==> src/rtl/game_tick_scheduler.sv <==
// -----------------------------------------------------------------------------
// game_tick_scheduler
//
// Purpose:
//    Turns video frame starts into game timing strobes. Every rising edge of
//    frame_start produces a one-cycle input-sample tick (game_tick[0]) in any
//    state. While a game is running, every period-th frame also produces a
//    one-cycle physics/scroll tick (game_tick[1]). After each LEVEL_TICKS
//    physics ticks the period shrinks by one frame, down to PERIOD_MIN, so
//    the game speeds up. Each new game restores the starting speed.
//
// Parameters:
//    PERIOD_INIT  frames per physics tick at game start (1..15)
//    PERIOD_MIN   fastest period (1..PERIOD_INIT, PERIOD_INIT-PERIOD_MIN <= 7)
//    LEVEL_TICKS  physics ticks per speed step (2..256)
//
// Ports:
//    clk               system clock
//    reset             asynchronous, active-high reset
//    frame_start       frame level from video timing; only its rising edge counts
//    game_start_pulse  one-cycle start request (IDLE/OVER -> RUN)
//    game_over_pulse   one-cycle game-over request (RUN -> OVER)
//    game_tick[0]      input-sample strobe, one cycle after each frame edge
//    game_tick[1]      physics/scroll strobe, one cycle after the input strobe
//                      of a frame that completes the current period
//    running           registered, high while the game is in RUN
//    speed_level       number of speed steps taken in the current game
// -----------------------------------------------------------------------------
module game_tick_scheduler #(
   parameter int PERIOD_INIT = 6,
   parameter int PERIOD_MIN  = 2,
   parameter int LEVEL_TICKS = 64
) (
   input  logic       clk,
   input  logic       reset,
   input  logic       frame_start,
   input  logic       game_start_pulse,
   input  logic       game_over_pulse,
   output logic [1:0] game_tick,
   output logic       running,
   output logic [2:0] speed_level
);

   typedef enum logic [1:0] {
      S_IDLE = 2'd0,
      S_RUN  = 2'd1,
      S_OVER = 2'd2
   } state_t;

   localparam logic [3:0] PERIOD_INIT_V = 4'(PERIOD_INIT);
   localparam logic [3:0] PERIOD_MIN_V  = 4'(PERIOD_MIN);
   localparam logic [7:0] LEVEL_LAST    = 8'(LEVEL_TICKS - 1);

   // ---------------------------------------------------------------------------
   // State and datapath registers
   // ---------------------------------------------------------------------------
   state_t      state_q,     state_d;
   logic        fs_q,        fs_d;
   logic        armed_q,     armed_d;
   logic        tick0_q,     tick0_d;
   logic        tick1_q,     tick1_d;
   logic        running_q,   running_d;
   logic [2:0]  speed_q,     speed_d;
   logic [3:0]  frame_cnt_q, frame_cnt_d;
   logic [3:0]  period_q,    period_d;
   logic [7:0]  level_cnt_q, level_cnt_d;

   // Decoded FSM controls
   logic        run_entry;
   logic        in_run;
   logic        stay_run;

   // Datapath helpers
   logic        frame_edge;
   logic        frame_last;
   logic        level_last;

   // ---------------------------------------------------------------------------
   // FSM: state register
   // ---------------------------------------------------------------------------
   always_ff @(posedge clk or posedge reset) begin
      if (reset) begin
         state_q <= S_IDLE;
      end else begin
         state_q <= state_d;
      end
   end

   // ---------------------------------------------------------------------------
   // FSM: next-state logic. In RUN only the game-over pulse is looked at, so a
   // simultaneous start pulse loses.
   // ---------------------------------------------------------------------------
   always_comb begin
      state_d = state_q;
      case (state_q)
         S_IDLE:  if (game_start_pulse) state_d = S_RUN;
         S_RUN:   if (game_over_pulse)  state_d = S_OVER;
         S_OVER:  if (game_start_pulse) state_d = S_RUN;
         default: state_d = S_IDLE;
      endcase
   end

   // ---------------------------------------------------------------------------
   // FSM: output decode
   // ---------------------------------------------------------------------------
   always_comb begin
      in_run    = (state_q == S_RUN);
      run_entry = (state_q != S_RUN) && (state_d == S_RUN);
      // A physics tick is only emitted if the game is still running in the
      // cycle the strobe would be visible.
      stay_run  = in_run && (state_d == S_RUN);
      running_d = (state_d == S_RUN);
   end

   // ---------------------------------------------------------------------------
   // Frame edge detection and tick generation
   // ---------------------------------------------------------------------------
   always_comb begin
      fs_d       = frame_start;
      // After reset, frame_start must be seen low once before an edge is
      // accepted, so a level that was already high does not fake a frame.
      armed_d    = armed_q | ~frame_start;
      frame_edge = frame_start & ~fs_q & armed_q;
      tick0_d    = frame_edge;

      frame_last = (frame_cnt_q == (period_q - 4'd1));
      tick1_d    = tick0_q & stay_run & frame_last;
   end

   // ---------------------------------------------------------------------------
   // Frame counter, level counter and period/speed update
   // ---------------------------------------------------------------------------
   always_comb begin
      frame_cnt_d = frame_cnt_q;
      level_cnt_d = level_cnt_q;
      period_d    = period_q;
      speed_d     = speed_q;
      level_last  = (level_cnt_q == LEVEL_LAST);

      if (run_entry) begin
         frame_cnt_d = 4'd0;
         level_cnt_d = 8'd0;
         period_d    = PERIOD_INIT_V;
         speed_d     = 3'd0;
      end else begin
         if (in_run && tick0_q) begin
            frame_cnt_d = frame_last ? 4'd0 : (frame_cnt_q + 4'd1);
         end
         // The shortened period is picked up by the next frame comparison;
         // input and physics ticks never share a cycle, so no ordering issue.
         if (tick1_q) begin
            if (level_last) begin
               level_cnt_d = 8'd0;
               if (period_q > PERIOD_MIN_V) begin
                  period_d = period_q - 4'd1;
                  speed_d  = speed_q + 3'd1;
               end
            end else begin
               level_cnt_d = level_cnt_q + 8'd1;
            end
         end
      end
   end

   // ---------------------------------------------------------------------------
   // Datapath/control register bank
   // ---------------------------------------------------------------------------
   always_ff @(posedge clk or posedge reset) begin
      if (reset) begin
         fs_q        <= 1'b0;
         armed_q     <= 1'b0;
         tick0_q     <= 1'b0;
         tick1_q     <= 1'b0;
         running_q   <= 1'b0;
         speed_q     <= 3'd0;
         frame_cnt_q <= 4'd0;
         period_q    <= PERIOD_INIT_V;
         level_cnt_q <= 8'd0;
      end else begin
         fs_q        <= fs_d;
         armed_q     <= armed_d;
         tick0_q     <= tick0_d;
         tick1_q     <= tick1_d;
         running_q   <= running_d;
         speed_q     <= speed_d;
         frame_cnt_q <= frame_cnt_d;
         period_q    <= period_d;
         level_cnt_q <= level_cnt_d;
      end
   end

   assign game_tick   = {tick1_q, tick0_q};
   assign running     = running_q;
   assign speed_level = speed_q;

endmodule

==> config.mk <==
export PLATFORM = sky130hd
export DESIGN_NAME = game_tick_scheduler
export DESIGN_NICKNAME = d
export VERILOG_FILES = /design/src/rtl/game_tick_scheduler.sv
export SDC_FILE = /design/constraint.sdc
export NUM_CORES = 1
export LEC_CHECK = 0
export BUFFER_PORTS_ARGS = -buffer_cell sky130_fd_sc_hd__buf_4
export CAP_MARGIN = 20
export CORE_MARGIN = 4
export CORE_UTILIZATION = 35
export CTS_BUF_LIST = sky130_fd_sc_hd__clkbuf_4 sky130_fd_sc_hd__clkbuf_8
export DETAILED_ROUTE_END_ITERATION = 8
export SYNTH_ARGS = -nofsm -noshare
export SYNTH_HDL_FRONTEND = slang
export SYNTH_SLANG_ARGS = --single-unit
==> constraint.sdc <==
create_clock -name clk -period 1.86 [get_ports clk]
set_clock_uncertainty 0.2 [all_clocks]
set_input_delay 0.093 -clock clk [delete_from_list [all_inputs] [get_ports clk]]
set_output_delay 0.093 -clock clk [all_outputs]
set_load 0.05 [all_outputs]
== After elaboration in Yosys (flattened, before gate mapping) ==
Index checks and enable logic that the tools add are counted.

* Add/subtract/negate cells: 4
* Magnitude comparators: 1
* Equality and inequality tests: 6
* Mux-type cells: 17
* Bitwise gates (word level): 7
* Reduce and logical (&&, ||, !) cells: 10

{| class="wikitable"
|+ Operator list
! operator !! number
|-
| $mux 4 || 7
|-
| $mux 8 || 3
|-
| $mux 3 || 4
|-
| $add 8x1->8 const B || 1
|-
| $eq 8x6->1 const B || 1
|-
| $reduce_bool 2->1 || 4
|-
| $add 4x1->4 const B || 1
|-
| $and 1x1->1 || 4
|-
| $eq 2x1->1 const B || 2
|-
| $eq 4x4->1 || 1
|-
| $gt 4x2->1 const B || 1
|-
| $mux 2 || 2
|-
| $pmux 2 s2 || 1
|-
| $sub 4x1->4 const B || 1
|-
| $add 3x1->3 const B || 1
|-
| $logic_and 1x1->1 || 3
|-
| $reduce_and 3->1 || 1
|-
| $eq 2x2->1 const B || 1
|-
| $logic_not 2->1 || 1
|-
| $ne 2x1->1 const B || 1
|-
| $not 1->1 || 2
|-
| $reduce_or 2->1 || 1
|-
| $or 1x1->1 || 1
|}

* Bits in registers: 26
* Input bits: 5
* Output and inout port bits: 6

== Logic depth before layout (Yosys ltp) ==
* Depth after elaboration: 7
* Depth in mapped cells: 6
* Depth with buffers taken out: 6

== Least setup slack after synthesis ==
No wires, ideal clock.

* Kind: reg-to-reg
* Start point: register period_q[1]
* End point: register frame_cnt_q[0]
* Library setup time: 0.120 ns
* Arrival time: 1.675 ns
* Slack: -0.135 ns
* Stages on the path, launching flop included: 7
* Path buffers: 0
* Period minus slack after synthesis: 1.995 ns
* Path through: dfstp_2 -> inv_1 -> ha_1 -> xor2_1 -> nand2_1 -> or3b_1 -> a31o_1

* Longest elaborated chain between the ends: 5

{| class="wikitable"
|+ Ends and longest elaborated chain
! element !! line !! source
|-
| start, declared || 65 || <nowiki>logic [3:0] period_q, period_d;</nowiki>
|-
| start signal, assigned || 187 || <nowiki>period_q <= period_d;</nowiki>
|-
| $sub 4x1->4 || 126 || <nowiki>frame_last = (frame_cnt_q == (period_q - 4'd1));</nowiki>
|-
| $eq 4x4->1 || 126 ||
|-
| $mux 4 || 147 || <nowiki>frame_cnt_d = frame_last ? 4'd0 : (frame_cnt_q + 4'd1);</nowiki>
|-
| $mux 4 || 146 || <nowiki>if (in_run && tick0_q) begin</nowiki>
|-
| $mux 4 || 140 || <nowiki>if (run_entry) begin</nowiki>
|-
| end signal, assigned || 186 || <nowiki>frame_cnt_q <= frame_cnt_d;</nowiki>
|-
| end, declared || 64 || <nowiki>logic [3:0] frame_cnt_q, frame_cnt_d;</nowiki>
|}

No other way between the ends. The select of a mux whose other input is x is not followed.
A chain may end at the register's enable or synchronous reset.

== Final worst setup path ==
Ends and elaborated chain as after synthesis.

==> results.py <==
metrics = {
    "critical_path": {
        "path_max_fanout": 2,
        "arrival_ps": 1900,
        "crit_type": "reg -> reg",
        "cp_data_required_time_ps": 1820,
        "endpoint_kind": "register",
        "start_kind": "register",
    },
    "detailed_routing": {
        "drt_pass1_iterations": 4,
        "vias": 995,
        "drt-total-wl_um": 2600,
        "drc": 0,
        "viasPerCell": 4.93,
        "wl_per_cell_um": 12.9,
        "final_antenna_net_count": 0,
        "drt_iter0_markers": 50,
    },
    "clock_network": {
        "htreeDepth": 1,
        "tritoncts": "yes",
        "clock-root-buffer": "clkbuf_8",
        "insertion_delay_ps": 260,
        "path_clk_slew_ps": 90,
        "cts_buffer_depth": 2,
        "cts_sinks": 26,
        "cts_buffers": 3,
    },
    "sta": {
        "rsz0062_at_grt": "true",
        "slew_headroom_pct": 67.3,
        "hold_violations": 0,
        "setup_viol": 2,
        "timing.fmax_ghz": 0.517,
        "fin_ws_ps": -74.4,
        "slew_viol_final": 0,
        "tightest_slew_ps": 490,
        "min_period_over_period_pct": 104,
        "min_period_ps": 1930,
    },
    "pwr": {
        "peakVddDrop_mv": 0.586,
        "leakage_uw": 0.000716,
        "cellPowerDensity_mw_per_mm2": 693,
    },
    "floorplanning": {
        "die-area_mm2": 0.00484,
        "core_mm2": 0.00366,
        "num_rows": 22,
        "ios": 11,
        "start_util_pct": 36.2,
        "die_x_um": 69.6,
        "die_h_um": 69.6,
    },
    "hold_path": {
        "min_path_type": "reg -> reg",
    },
    "synthesis": {
        "synth_edf_count": 0,
        "syn_nets": 141,
        "syn-cell-area_mm2": 0.00133,
        "async_flop_share_pct": 100,
        "synth_cell_type_count": 38,
        "yosys_warnings": 0,
        "syn_area_per_cell_um2": 10.1,
        "synthFlopType": "dfrtp_1",
        "synthCells": 131,
        "synth_seq_cells": 26,
        "yosysSeqAreaShare_pct": 49.2,
    },
    "cells_and_area": {
        "nets": 165,
        "instances_no_fill": 202,
        "fin_area_mm2": 0.00165,
        "seq_area_um2": 653,
        "antennaDiodeCount": 0,
        "syn2layout_area_growth_pct": 24.4,
        "fillers": 362,
        "drive_gt1_share_pct": 24.0,
        "multi_input_area_um2": 669,
    },
    "global_route": {
        "grt-ovfl-total": 0,
        "track_usage_pct": 10.6,
        "grt_pass1_wl_um": 4260,
        "grt_pass1_vias": 965,
        "grt_max_degree": 16,
        "grt_antenna_before_repair": 0,
    },
    "placement": {
        "place_congestion": 0.759,
        "io_buffer_count": 10,
        "dp_cells": 193,
        "postPlaceCellArea_mm2": 0.00151,
        "dp_hpwl_um": 1920,
    },
    "run_status": {
        "violations": "negative setup slack",
        "outcome": "finished, violations left",
    },
    "job": {
        "max_cap_viol_count": 0,
    },
}
-- routing by layer --
layer	up-vias	global-route usage [%]	wire length, um
met4	0	1.30	17
li1	497	-	-
met3	2	3.19	89
met1	478	13.5	1170
met5	-	0	0
met2	18	18.3	1320
-- timing repair --
action / 4_1_cts / 5_1_grt
pin swaps: 4 / 0
buffers inserted: 1 / 0
endpoints found under the hold margin: 16 / 0
gates resized for setup: 3 / 4
setup endpoints to repair: 2 / 8
gates cloned: 0 / 0
hold buffers: 4 / 0
-- flip-flops by register name (all words and copies together) (netlist names) --
signal	flops
tick1_q	1
tick0_q	1
level_cnt_q	8
period_q	4
armed_q	1
frame_cnt_q	4
fs_q	1
state_q	2
speed_level	3
running	1
-- synth_stat cells, types with 3 or more instances --
master / instances / area [um2]
dfrtp_1: 24 / 601
nand2_1: 12 / 45.0
nor2_1: 10 / 37.5
a21oi_1: 8 / 40.0
inv_1: 8 / 30.0
nor3_1: 8 / 40.0
ha_1: 5 / 62.6
o21ai_0: 5 / 25.0
xnor2_1: 5 / 43.8
xor2_1: 5 / 43.8
nand2b_1: 4 / 25.0
and3_1: 3 / 18.8
nand3_1: 3 / 15.0
nor2b_1: 3 / 18.8
-- cells in the final DEF (no fill, tap or decap), drive strengths merged, types with 2 or more instances in the layout --
cell type     n
dfrtp        24
buf          19
nand2        12
nor2         10
nor3          9
a21oi         8
inv           8
xor2          5
xnor2         5
o21ai         5
ha            5
nand2b        4
clkbuf        4
dlygate4sd3   4
nor2b         3
nand3         3
and3          3
or2           2
nand4         2
dfstp         2
-- critical path, cell delays in order (launching register included) --
cell     delay, ps
dfstp_2        550
inv_2           40
ha_4           250
xor2_1         140
nand2_1         80
or3b_4         380
a31o_1         180
-- stage by stage --
step	setup TNS, ps	worst slack, ps	hold WS [ps]	util, %	power (uW)
floorplan	-123	-83.0	-75.6	-	728
global placement	-63.8	-49.0	-61.9	41.3	770
detailed placement	-156	-94.5	-47.0	41.3	781
CTS	-137	-88.2	204	44.4	1160
global route	-436	-140	229	45.1	1200
finish	-110	-74.4	199	45.1	1140
-- worst paths after layout --
path	to	start	depth (start not counted)	slack, ps
worst max-delay path	frame_cnt_q[0]$_DFFE_PP0P_	period_q[1]$_DFFE_PP1P_	6	-70
worst min-delay path	tick0_q$_DFF_PP0_	fs_q$_DFF_PP0_	1	200
worst max register to register	frame_cnt_q[0]$_DFFE_PP0P_	period_q[1]$_DFFE_PP1P_	6	-70
worst min register to register	tick0_q$_DFF_PP0_	fs_q$_DFF_PP0_	1	200
max in group asynchronous	level_cnt_q[3]$_DFFE_PP0P_	reset	4	760
min in group asynchronous	level_cnt_q[1]$_DFFE_PP0P_	reset	3	210
-- layout make-up --
| class | count | area share [%] |
|---|---|---|
| clock buffer | 4 | 3.34 |
| inverter | 8 | 1.82 |
| multi-input combinational | 93 | 40.6 |
| sequential | 26 | 39.6 |
| tap | 48 | 3.64 |
| timing repair buffer | 23 | 11.1 |
-- power breakdown --
part           switching (uW)  internal, uW
Sequential               29.1           593
Clock                     170           189
Combinational            96.1          66.1
Total                     295           848
-- kinds of logic (layout without fill, tap and decap cells) --
family,after synthesis,in the layout,share of synthesized area [%]
buffers and inverters,12,35,4.06
AND/OR/NAND/NOR,53,53,21.2
multiplexers,1,1,0.755
XOR/XNOR,11,11,8.30
AO/OA/AOI/OAI,23,23,11.7
flip-flops,26,26,49.2
adder cells (fa/ha/maj),5,5,4.72
Power figures use the tool's default switching activity.
